==> src/rtl/mem_access_stage.sv <==
// MEM stage: issues loads/stores to a variable-latency data memory over a
// req/ack handshake, stalls upstream while an access is outstanding, and
// registers the MEM/WB pipeline fields. Flags misaligned and timed-out accesses.
module mem_access_stage #(
  parameter int N          = 32,
  parameter int N_REG_ADDR = 5,
  parameter int TIMEOUT    = 16
) (
  input  logic                  clk,
  input  logic                  reset,
  input  logic                  ex_valid,
  input  logic [N-1:0]          ex_alu_result,
  input  logic [N-1:0]          ex_write_data,
  input  logic [N_REG_ADDR-1:0] ex_write_reg,
  input  logic                  ex_mem_read,
  input  logic                  ex_mem_write,
  input  logic                  ex_mem_to_reg,
  input  logic                  ex_reg_write,
  output logic                  mem_stall,
  output logic                  dmem_req,
  output logic                  dmem_we,
  output logic [N-1:0]          dmem_addr,
  output logic [N-1:0]          dmem_wdata,
  input  logic                  dmem_ack,
  input  logic [N-1:0]          dmem_rdata,
  output logic                  wb_valid,
  output logic                  wb_reg_write,
  output logic                  wb_mem_to_reg,
  output logic [N_REG_ADDR-1:0] wb_write_reg,
  output logic [N-1:0]          wb_alu_result,
  output logic [N-1:0]          wb_read_data,
  output logic                  misalign_err,
  output logic                  bus_err
);

  localparam int CW = $clog2(TIMEOUT + 1);

  typedef enum logic {S_IDLE, S_WAIT} state_t;

  state_t                  state, state_d;
  logic [CW-1:0]           cnt, cnt_d;

  // Access captured when a memory op leaves IDLE; held stable through WAIT.
  logic                    we_q, we_d;
  logic [N-1:0]            addr_q, addr_d;
  logic [N-1:0]            wdata_q, wdata_d;
  logic [N_REG_ADDR-1:0]   cap_write_reg_q, cap_write_reg_d;
  logic                    cap_mem_to_reg_q, cap_mem_to_reg_d;
  logic                    cap_reg_write_q, cap_reg_write_d;
  logic                    cap_is_load_q, cap_is_load_d;

  logic                    wb_valid_d, wb_reg_write_d, wb_mem_to_reg_d;
  logic [N_REG_ADDR-1:0]   wb_write_reg_d;
  logic [N-1:0]            wb_alu_result_d, wb_read_data_d;
  logic                    misalign_d, bus_err_d;

  logic                    is_mem_op, is_aligned;

  assign is_mem_op  = ex_mem_read | ex_mem_write;
  assign is_aligned = (ex_alu_result[1:0] == 2'b00);

  // Stall and request are decoded straight from the state register.
  assign mem_stall  = (state == S_WAIT);
  assign dmem_req   = (state == S_WAIT);
  assign dmem_we    = we_q;
  assign dmem_addr  = addr_q;
  assign dmem_wdata = wdata_q;

  // Next-state and next-value logic for the FSM, counter, capture and MEM/WB fields.
  always_comb begin
    // NOTE: every signal written here gets a default first so no path can
    // leave it unassigned and infer a latch.
    state_d          = state;
    cnt_d            = cnt;
    we_d             = we_q;
    addr_d           = addr_q;
    wdata_d          = wdata_q;
    cap_write_reg_d  = cap_write_reg_q;
    cap_mem_to_reg_d = cap_mem_to_reg_q;
    cap_reg_write_d  = cap_reg_write_q;
    cap_is_load_d    = cap_is_load_q;
    wb_valid_d       = 1'b0;
    wb_reg_write_d   = 1'b0;
    wb_mem_to_reg_d  = 1'b0;
    wb_write_reg_d   = '0;
    wb_alu_result_d  = '0;
    wb_read_data_d   = '0;
    misalign_d       = 1'b0;
    bus_err_d        = 1'b0;

    case (state)
      S_IDLE: begin
        if (ex_valid) begin
          if (!is_mem_op) begin
            wb_valid_d      = 1'b1;
            wb_reg_write_d  = ex_reg_write;
            wb_mem_to_reg_d = ex_mem_to_reg;
            wb_write_reg_d  = ex_write_reg;
            wb_alu_result_d = ex_alu_result;
          end else if (!is_aligned) begin
            // Retire as a no-write instruction so the pipeline keeps moving.
            wb_valid_d = 1'b1;
            misalign_d = 1'b1;
          end else begin
            state_d          = S_WAIT;
            cnt_d            = '0;
            we_d             = ex_mem_write;
            addr_d           = ex_alu_result;
            wdata_d          = ex_write_data;
            cap_write_reg_d  = ex_write_reg;
            cap_mem_to_reg_d = ex_mem_to_reg;
            cap_reg_write_d  = ex_reg_write;
            // Read+write together is treated as a store.
            cap_is_load_d    = ex_mem_read & ~ex_mem_write;
          end
        end
      end
      S_WAIT: begin
        if (dmem_ack) begin
          // Ack wins even on the last allowed cycle.
          state_d         = S_IDLE;
          cnt_d           = '0;
          wb_valid_d      = 1'b1;
          wb_reg_write_d  = cap_reg_write_q;
          wb_mem_to_reg_d = cap_mem_to_reg_q;
          wb_write_reg_d  = cap_write_reg_q;
          wb_alu_result_d = addr_q;
          wb_read_data_d  = cap_is_load_q ? dmem_rdata : '0;
        end else if (cnt == CW'(TIMEOUT - 1)) begin
          state_d        = S_IDLE;
          cnt_d          = '0;
          wb_valid_d     = 1'b1;
          wb_write_reg_d = cap_write_reg_q;
          bus_err_d      = 1'b1;
        end else begin
          cnt_d = cnt + 1'b1;
        end
      end
      default: state_d = S_IDLE;
    endcase
  end

  // State, counter, capture and MEM/WB registers with synchronous reset.
  always_ff @(posedge clk) begin
    // NOTE: sequential state uses non-blocking assignments so every register
    // samples the pre-edge values regardless of statement order.
    if (reset) begin
      state            <= S_IDLE;
      cnt              <= '0;
      we_q             <= 1'b0;
      addr_q           <= '0;
      wdata_q          <= '0;
      cap_write_reg_q  <= '0;
      cap_mem_to_reg_q <= 1'b0;
      cap_reg_write_q  <= 1'b0;
      cap_is_load_q    <= 1'b0;
      wb_valid         <= 1'b0;
      wb_reg_write     <= 1'b0;
      wb_mem_to_reg    <= 1'b0;
      wb_write_reg     <= '0;
      wb_alu_result    <= '0;
      wb_read_data     <= '0;
      misalign_err     <= 1'b0;
      bus_err          <= 1'b0;
    end else begin
      state            <= state_d;
      cnt              <= cnt_d;
      we_q             <= we_d;
      addr_q           <= addr_d;
      wdata_q          <= wdata_d;
      cap_write_reg_q  <= cap_write_reg_d;
      cap_mem_to_reg_q <= cap_mem_to_reg_d;
      cap_reg_write_q  <= cap_reg_write_d;
      cap_is_load_q    <= cap_is_load_d;
      wb_valid         <= wb_valid_d;
      wb_reg_write     <= wb_reg_write_d;
      wb_mem_to_reg    <= wb_mem_to_reg_d;
      wb_write_reg     <= wb_write_reg_d;
      wb_alu_result    <= wb_alu_result_d;
      wb_read_data     <= wb_read_data_d;
      misalign_err     <= misalign_d;
      bus_err          <= bus_err_d;
    end
  end

endmodule

==> config.mk <==
export PLATFORM = sky130hd
export DESIGN_NAME = mem_access_stage
export DESIGN_NICKNAME = d
export VERILOG_FILES = /design/src/rtl/mem_access_stage.sv
export SDC_FILE = /design/constraint.sdc
export NUM_CORES = 1
export LEC_CHECK = 0
export ABC_CLOCK_PERIOD_IN_PS = 1550
export CAP_MARGIN = 15
export CORE_UTILIZATION = 30
export DETAILED_ROUTE_END_ITERATION = 8
export GPL_ROUTABILITY_DRIVEN = 0
export REMOVE_ABC_BUFFERS = 1
export SLEW_MARGIN = 20
export SYNTH_ARGS = -nofsm -noshare
export SYNTH_HDL_FRONTEND = slang
export SYNTH_SLANG_ARGS = --single-unit
==> constraint.sdc <==
create_clock -name clk -period 1.55 [get_ports clk]
set_input_delay 0.3875 -clock clk [delete_from_list [all_inputs] [get_ports clk]]
set_output_delay 0.3875 -clock clk [all_outputs]
set_load 0.05 [all_outputs]
==> flow_metrics.py, run 1 <==
metrics = {
    "floorplan": {
        "coreArea_um2": 18800,
        "io_pins": 250,
        "die_area_um2": 19800,
        "num_rows": 50,
        "die_h_um": 141,
        "fp.dieW_um": 141,
        "initial_core_util": 0.307,
    },
    "detailed_routing": {
        "drt_iter0_markers": 403,
        "ant_nets": 0,
        "m1WireLength_um": 7730,
        "top_layer": "met4",
        "post_drt_wl_per_cell_um": 18.2,
        "wl_met2_um": 9300,
        "vias_per_cell": 5.33,
        "wl_met3_um": 2050,
        "drt-total-wl_um": 19400,
        "drtPass1Iterations": 5,
        "vias": 5700,
        "route.detailed.drc": 0,
    },
    "timing": {
        "tightest_slew_ns": 0.451,
        "fmax_ghz": 0.660,
        "setup_violations": 0,
        "max_slew_margin": 0.696,
        "rsz0062_at_grt": "no",
        "timing.final.crit_period_ns": 1.52,
        "slew_violations": 0,
        "fin_skew_ns": 0.00494,
        "min_period_over_period": 0.978,
        "finalHoldViolations": 0,
    },
    "setup_path": {
        "crit_slowest_cell": "clkdlybuf4s50_1",
        "endpoint": "cnt[2]",
        "reg2regPathDepth": 4,
        "critPathKind": "input pin to register",
        "critPathMaxFanout": 6,
        "startpoint_type": "input pin",
        "arrival_ns": 1.85,
        "critPathRequiredTime_ns": 1.88,
        "rrSetupSlack_ns": 0.09,
        "cp_cell_sequence": "clkdlybuf4s50_1 -> or2_2 -> a31o_2 -> a311oi_2",
        "slowest_delay_ns": 0.54,
        "r2r-start": "cnt[0]",
        "critical_path.startpoint": "ex_mem_read",
        "r2r_end": "cnt[3]",
        "critPathCaptureType": "register",
    },
    "grt": {
        "antenna_found_initial": 0,
        "grt_max_degree": 77,
        "grt_pass1_wl_um": 30200,
        "first_global_vias": 5655,
        "grt.total_usage": 0.195,
        "grt_remaining_overflow": 0,
    },
    "clock_network": {
        "clk_latency_ns": 0.41,
        "clockBufferDepth": 2,
        "htree_levels": 4,
        "clock_sinks": 153,
        "cts_tree": "built",
        "numCtsBuffers": 17,
        "clkSlewWorstSetupHoldPaths_ns": 0.06,
        "root_buffer": "clkbuf_16",
        "hold_buffers": 0,
    },
    "run": {
        "maxCapViolCount": 0,
    },
    "finish": {
        "fillers": 1571,
        "postLayoutCoreUtil": 0.564,
        "syn_to_final_growth_pct": 83.9,
        "nNetsFinal": 933,
        "seq_area_um2": 3070,
        "diodes": 0,
        "multiInputGateArea_um2": 2320,
        "drive_gt1_frac": 0.258,
    },
    "place": {
        "dp_hpwl_um": 13400,
        "portBuffers": 249,
    },
    "outcome": {
        "status": "finished, final reports clean",
    },
    "power": {
        "power.leakage_uw": 0.00382,
        "cellPowerDensity_nw_per_um2": 921,
        "power_uw": 9760,
        "vdd_drop_max_uv": 755,
    },
    "yosys": {
        "synth_top_cell_area_share": 0.532,
        "synth_top_area_cell": "dfxtp_1",
        "synth_cell_types": 37,
        "synthCells": 598,
        "synth-seq-area-share": 0.532,
        "synth_area_leaders": "dfxtp_1 53%, o31ai_1 9.3%, nand4_1 7.5%, a21oi_1 6.9%, a22oi_1 4.4%",
        "yosysWarnings": 0,
        "synthesis.area_um2": 5760,
        "syn_avg_cell_area_um2": 9.64,
        "ys_seq_elements": 153,
    },
    "worst_hold_path": {
        "min_path_type": "input pin to register",
    },
}
where the power goes:
group | switching (uW) | leakage, uW | internal (uW)
sequential | 83.1 | 0.00124 | 4010
clock | 1650 | 0.000292 | 2610
combinational | 725 | 0.00229 | 679
total | 2460 | 0.00382 | 7300
stage by stage:
step | setup TNS [ns] | hold slack, ns | worst slack (ns) | cell area [um2] | instances
after CTS | 0 | 0.233 | 0.0185 | 10600 | 1070
after global placement | -37.48 | 0.453 | -0.349 | 9980 | 1038
final | 0 | 0.252 | 0.0346 | 10600 | 1070
after detailed placement | -44.26 | 0.461 | -0.416 | 9980 | 1038
after global routing | 0 | 0.245 | 0.00409 | 10600 | 1070
after floorplan | -243.35 | 0.432 | -2.13 | 5360 | 524
Yosys cell counts:
cell type / count
a21oi_1: 80
a22oi_1: 34
a311oi_2: 1
a31o_2: 1
and2_1: 33
and2b_1: 1
and3b_1: 1
and4b_1: 1
buf_2: 33
buf_4: 7
buf_6: 7
clkbuf_1: 25
clkbuf_2: 2
dfxtp_1: 153
ha_1: 1
inv_1: 1
nand2_1: 7
nand2b_1: 8
nand3_1: 3
nand4_1: 69
nand4b_1: 1
nor2_1: 35
nor2_2: 2
nor2b_1: 1
nor3_1: 1
nor3b_1: 2
nor4_1: 2
nor4b_2: 1
o211ai_1: 5
o21ai_0: 2
o221ai_1: 1
o22ai_1: 1
o31ai_1: 71
o32ai_2: 1
or2_1: 1
or2_2: 2
or4b_1: 1
worst min path at each step:
| stage | from | endpoint | slack [ns] | depth (start not counted) |
|---|---|---|---|---|
| after floorplan | cnt[4] | bus_err | 0.43 | 1 |
| after global placement | cap_mem_to_reg_q | cap_mem_to_reg_q | 0.45 | 2 |
| after detailed placement | cap_mem_to_reg_q | cap_mem_to_reg_q | 0.46 | 2 |
| after CTS | reset | cnt[2] | 0.23 | 2 |
| after global routing | reset | cnt[2] | 0.24 | 2 |
| final | reset | cnt[2] | 0.25 | 2 |
cell usage in the layout, fill, tap and decap left out, types with 3 or more instances in the layout:
cell,synthesis,layout
nand3_1,3,3
o31ai_1,71,71
clkdlybuf4s50_1,0,107
and2_1,33,33
nand2b_1,8,7
dfxtp_1,153,152
buf_12,0,154
a22oi_1,34,34
buf_4,7,17
or2_2,2,3
clkinv_2,0,5
nand2_1,7,7
clkinvlp_4,0,3
nor2_1,35,35
clkbuf_16,0,17
bufinv_16,0,3
nand4_1,69,69
a21oi_1,80,80
o211ai_1,5,5
worst max-delay path, delay by kind of cell:
kind                   cells  cell delay, ns
AOI/OAI and AO/OA          2            0.55
buffers and inverters      1            0.54
and+or+nand+nor            1            0.37
cell type report:
type / count / share of cell area
tap: 234 / 0.0276
timing repair buffer: 280 / 0.406
clock inverter: 12 / 0.0138
sequential: 153 / 0.289
multi-input combinational: 370 / 0.219
inverter: 1 / 0.000354
clock buffer: 20 / 0.0431
logic make-up after synthesis:
logic type | count (synthesis) | share of synthesized area
buffers and inverters | 75 | 0.0701
adder cells (fa/ha/maj) | 1 | 0.00217
AO/OA/AOI/OAI | 197 | 0.224
flip-flops | 153 | 0.532
AND/OR/NAND/NOR | 172 | 0.172
repair_timing:
item	CTS	global route
pin swaps	0	0
gates resized for setup	2	2
endpoints found under the setup margin	2	41
setup buffers	0	0
layer usage:
metal  vias to the layer above  global-route usage
met1                      2690               0.233
met5                         -                   0
li1                       2672                   -
met3                        26              0.0751
met4                         0              0.0749
met2                       312               0.317
(Power assumes the default switching activity.)
==> run 2, diff against run 1 <==
- CORE_ASPECT_RATIO: not set -> 0.6
==> run 2 against run 1 <==
- hold slack gained 0.020 ns
- clock-buffer cell count shrank 3
- wire length grew 6.8%
==> flow_metrics.py, run 2 (synthesis gave the netlist of run 1 again) <==
metrics = {
    "floorplan": {
        "die_h_um": 109,
        "coreArea_um2": 18400,
        "initial_core_util": 0.312,
        "die_area_um2": 19800,
        "fp.dieW_um": 181,
        "num_rows": 38,
        "io_pins": 250,
    },
    "clock_network": {
        "hold_buffers": 0,
        "numCtsBuffers": 17,
        "clk_latency_ns": 0.42,
        "clock_sinks": 153,
        "clockBufferDepth": 2,
        "postCtsSetupBuffers": 0,
        "root_buffer": "clkbuf_16",
        "cts_tree": "built",
        "clkSlewWorstSetupHoldPaths_ns": 0.07,
        "htree_levels": 4,
    },
    "setup_path": {
        "critPathKind": "input pin to register",
        "startpoint_type": "input pin",
        "critPathMaxFanout": 51,
        "critPathCaptureType": "register",
        "arrival_ns": 1.81,
        "critPathRequiredTime_ns": 1.85,
    },
    "timing": {
        "timing.final.crit_period_ns": 1.51,
        "max_slew_margin": 0.774,
        "fin_tns_setup_ns": 0,
        "finalHoldViolations": 0,
        "tightest_slew_ns": 0.336,
        "rsz0062_at_grt": "no",
        "min_period_over_period": 0.974,
        "slew_violations": 0,
        "fin_skew_ns": 0.00855,
        "fmax_ghz": 0.662,
        "setup_violations": 0,
        "setup_slack_ns": 0.0405,
    },
    "power": {
        "switchingPower_uw": 2690,
        "pwr-share-seq": 0.431,
        "combPwrFrac": 0.150,
        "power.leakage_uw": 0.00382,
        "vdd_drop_max_uv": 523,
        "sw_frac_of_total": 0.283,
        "clock_power_share": 0.419,
        "internal-power_uw": 6820,
        "cellPowerDensity_nw_per_um2": 897,
        "power_uw": 9500,
    },
    "detailed_routing": {
        "ant_nets": 0,
        "drtPass1Iterations": 5,
        "route.detailed.drc": 0,
        "drt_iter0_markers": 620,
        "drt-total-wl_um": 20800,
        "post_drt_wl_per_cell_um": 19.2,
        "vias_per_cell": 5.29,
        "vias": 5715,
    },
    "place": {
        "portBuffers": 249,
        "place_area_um2": 10000,
        "place_ws_ns": -0.331,
        "dp_hpwl_um": 15000,
    },
    "finish": {
        "drive_gt1_frac": 0.263,
        "layout_common_cells": "155 x buf_12, 152 x dfxtp_1, 107 x clkdlybuf4s50_1",
        "nNetsFinal": 936,
        "syn_to_final_growth_pct": 83.9,
        "final_common_cell": "buf_12",
        "postLayoutCoreUtil": 0.574,
        "final_area_um2": 10600,
    },
    "grt": {
        "grt_max_degree": 64,
        "antenna_found_initial": 1,
        "first_global_vias": 5542,
        "grt.total_usage": 0.211,
        "grt_pass1_wl_um": 32200,
        "grt_remaining_overflow": 0,
    },
    "outcome": {
        "status": "finished, final reports clean",
    },
    "worst_hold_path": {
        "min_path_type": "input pin to register",
    },
    "run": {
        "maxCapViolCount": 0,
    },
}
==> run 2: cell types whose count changed in the layout (fill, tap and decap cells not counted), moves of 2 or more <==
cell	before	now
buf_6	2	0
clkinv_4	0	2
inv_8	0	4
clkinv_2	5	1
inv_6	1	5
clkbuf_8	2	0
buf_4	17	20
bufinv_16	3	0
==> run 2: final cells by class <==
class,count,area [um2]
repair buffers,283,4340
inverters,1,3.75
clock inverters,15,134
diodes,1,2.50
well taps,240,300
flip-flops and latches,153,3070
fillers,1546,7850
multi-input cells,370,2320
clock buffers,17,425
==> run 2: routing by layer <==
| layer | up-vias | routed length [um] | global-route usage |
|---|---|---|---|
| met2 | 276 | 9020 | 0.306 |
| met4 | 0 | 201 | 0.0598 |
| met5 | - | 0 | 0 |
| met1 | 2730 | 9500 | 0.292 |
| li1 | 2690 | - | - |
| met3 | 19 | 2040 | 0.0759 |
==> run 2: worst max-delay path, cell delays in order <==
cell and delay [ns]:
clkdlybuf4s50_1 0.43, or2_2 0.35, buf_12 0.20, o31ai_1 0.28, a21oi_1 0.11
==> run 2: worst paths after layout <==
check | slack [ns] | startpoint | to | depth (start not counted)
worst max-delay path | 0.04 | ex_alu_result[0] | cap_write_reg_q[1] | 5
worst min-delay path | 0.27 | reset | cnt[2] | 2
worst max register to register | 0.11 | cnt[0] | dmem_req | 4
worst min register to register | 0.47 | cap_is_load_q | cap_is_load_q | 2
==> run 2: repair_timing <==
item                                    CTS  global route
gates resized for setup                   3             2
gates cloned                              0             0
endpoints found under the setup margin    3             5
==> run 2: power groups by stage <==
| stage | clock network, uW | logic [uW] | registers [uW] |
|---|---|---|---|
| 5_1_grt | 4250 | 1500 | 4100 |
| 4_1_cts | 4090 | 1420 | 4090 |
| 6_report | 3980 | 1430 | 4090 |
| 3_5_place_dp | 0 | 1410 | 4180 |
| 3_3_place_gp | 0 | 1400 | 4180 |
| 2_1_floorplan | 0 | 269 | 4380 |
==> run 2: stage by stage <==
step | cells | hold slack (ns)
floorplan | 524 | 0.432
global placement | 1047 | 0.455
detailed placement | 1047 | 0.462
CTS | 1079 | 0.252
global route | 1079 | 0.268
finish | 1080 | 0.272
==> run 3, diff against run 2 <==
- ABC_CLOCK_PERIOD_IN_PS: 1550 -> not set
- REMOVE_ABC_BUFFERS: 1 -> not set
==> run 3 against run 2 <==
- hold slack got worse by 0.059 ns
- design area is 0.60% higher
- clock-buffer cell count grew 3
- critical path type unchanged
- largest cell class unchanged
==> flow_metrics.py, run 3 (synthesis gave the netlist of run 1 again) <==
metrics = {
    "timing": {
        "fin_skew_ns": 0.00962,
        "timing.final.crit_period_ns": 1.50,
        "slew_violations": 0,
        "setup_violations": 0,
        "fin_tns_setup_ns": 0,
        "tightest_slew_ns": 0.427,
        "rsz0062_at_grt": "yes",
        "finalHoldViolations": 0,
        "min_period_over_period": 0.966,
        "fmax_ghz": 0.668,
        "max_slew_margin": 0.715,
    },
    "detailed_routing": {
        "vias_per_cell": 5.32,
        "route.detailed.drc": 0,
        "drt_iter0_markers": 379,
        "post_drt_wl_per_cell_um": 19.0,
        "vias": 5739,
        "drtPass1Iterations": 5,
        "drt-total-wl_um": 20500,
        "ant_nets": 0,
    },
    "floorplan": {
        "coreArea_um2": 18400,
        "die_area_um2": 19800,
        "num_rows": 38,
        "die_h_um": 109,
        "initial_core_util": 0.312,
        "fp.dieW_um": 181,
        "io_pins": 250,
    },
    "setup_path": {
        "critPathMaxFanout": 6,
        "startpoint_type": "input pin",
        "cp_top_family": "compound AO/OA/AOI/OAI gates",
        "critPathKind": "input pin to register",
        "cp_cell_sequence": "clkdlybuf4s50_1 -> or2_2 -> a31o_2 -> a311oi_2",
        "critPathCaptureType": "register",
        "arrival_ns": 1.82,
        "critPathRequiredTime_ns": 1.88,
        "rrSetupSlack_ns": 0.11,
        "crit_slowest_cell": "clkdlybuf4s50_1",
        "path_buf_inv": 1,
        "slowest_delay_ns": 0.50,
    },
    "finish": {
        "final_common_cell": "dfxtp_1",
        "diodes": 0,
        "drive_gt1_frac": 0.267,
        "layout_common_cells": "152 x dfxtp_1, 151 x buf_12, 107 x clkdlybuf4s50_1",
        "syn_to_final_growth_pct": 85.0,
        "nNetsFinal": 937,
    },
    "grt": {
        "use_met2": 0.320,
        "grt_remaining_overflow": 0,
        "grt.busiest_layer": "met2",
        "met1_usage": 0.264,
        "antenna_found_initial": 0,
        "first_global_vias": 5576,
        "grt_max_degree": 88,
        "grt_pass1_wl_um": 31500,
        "grt.total_usage": 0.206,
        "grt_util_met3": 0.0745,
    },
    "clock_network": {
        "htree_levels": 4,
        "clkSlewWorstSetupHoldPaths_ns": 0.06,
        "root_buffer": "clkbuf_16",
        "clock_sinks": 153,
        "numCtsBuffers": 17,
        "clk_latency_ns": 0.42,
        "cts_tree": "built",
        "clockBufferDepth": 2,
    },
    "run": {
        "maxCapViolCount": 0,
    },
    "worst_hold_path": {
        "min_path_type": "input pin to register",
    },
    "place": {
        "dp_hpwl_um": 14400,
        "portBuffers": 249,
    },
    "power": {
        "power.leakage_uw": 0.00386,
        "vdd_drop_max_uv": 714,
        "cellPowerDensity_nw_per_um2": 948,
        "power_uw": 10100,
    },
    "outcome": {
        "status": "finished, final reports clean",
    },
    "yosys": {
        "synth_nets": 708,
    },
}
==> run 3: area by class of cell <==
type	instances	area [um2]
Inverter	1	3.75
Clock buffer	20	457
Timing Repair Buffer	284	4300
Fill cell	1519	7790
Clock inverter	11	194
Sequential cell	153	3060
Tap cell	240	300
Multi-Input combinational cell	370	2340
==> run 3: power breakdown <==
group	leakage, uW	switching [uW]	internal (uW)
Clock	0.000316	1660	2940
Combinational	0.00230	730	676
Sequential	0.00124	86.8	4010
==> run 3: layer usage <==
metal	vias up	share of wire
met5	-	0
met4	0	0.013
met3	21	0.10
met2	294	0.45
met1	2732	0.43
li1	2692	-
==> run 3: worst reg2reg max path: cells and delay by family, from the launching register on <==
kind | cells | cell delay [ns]
AOI/OAI and AO/OA | 1 | 0.17
buffers and inverters | 2 | 0.43
DFF | 1 | 0.40
and+or+nand+nor | 2 | 0.38
==> run 3: path summary, 6_finish.rpt <==
check,endpoint,depth (start not counted),startpoint
min reg2reg,cap_mem_to_reg_q,2,cap_mem_to_reg_q
max,cnt[2],4,ex_mem_write
min,cnt[2],2,reset
max reg2reg,dmem_wdata[29],5,dmem_req
==> run 3: repair_timing <==
action,in CTS,in global routing
endpoints found under the setup margin,0,31
gates resized for setup,0,9
hold buffers,0,0
buffers inserted,0,0
==> run 3: stage by stage <==
stage	hold slack [ns]	cells	util	setup WS (ns)	area (um2)
2_1_floorplan	0.432	598	-	0.0816	5760
3_3_place_gp	0.456	1048	0.541	-0.338	9980
3_5_place_dp	0.461	1048	0.541	-0.379	9980
4_1_cts	0.193	1079	0.576	0.0446	10600
5_1_grt	0.194	1079	0.578	-0.00715	10700
6_report	0.213	1079	0.578	0.0532	10700
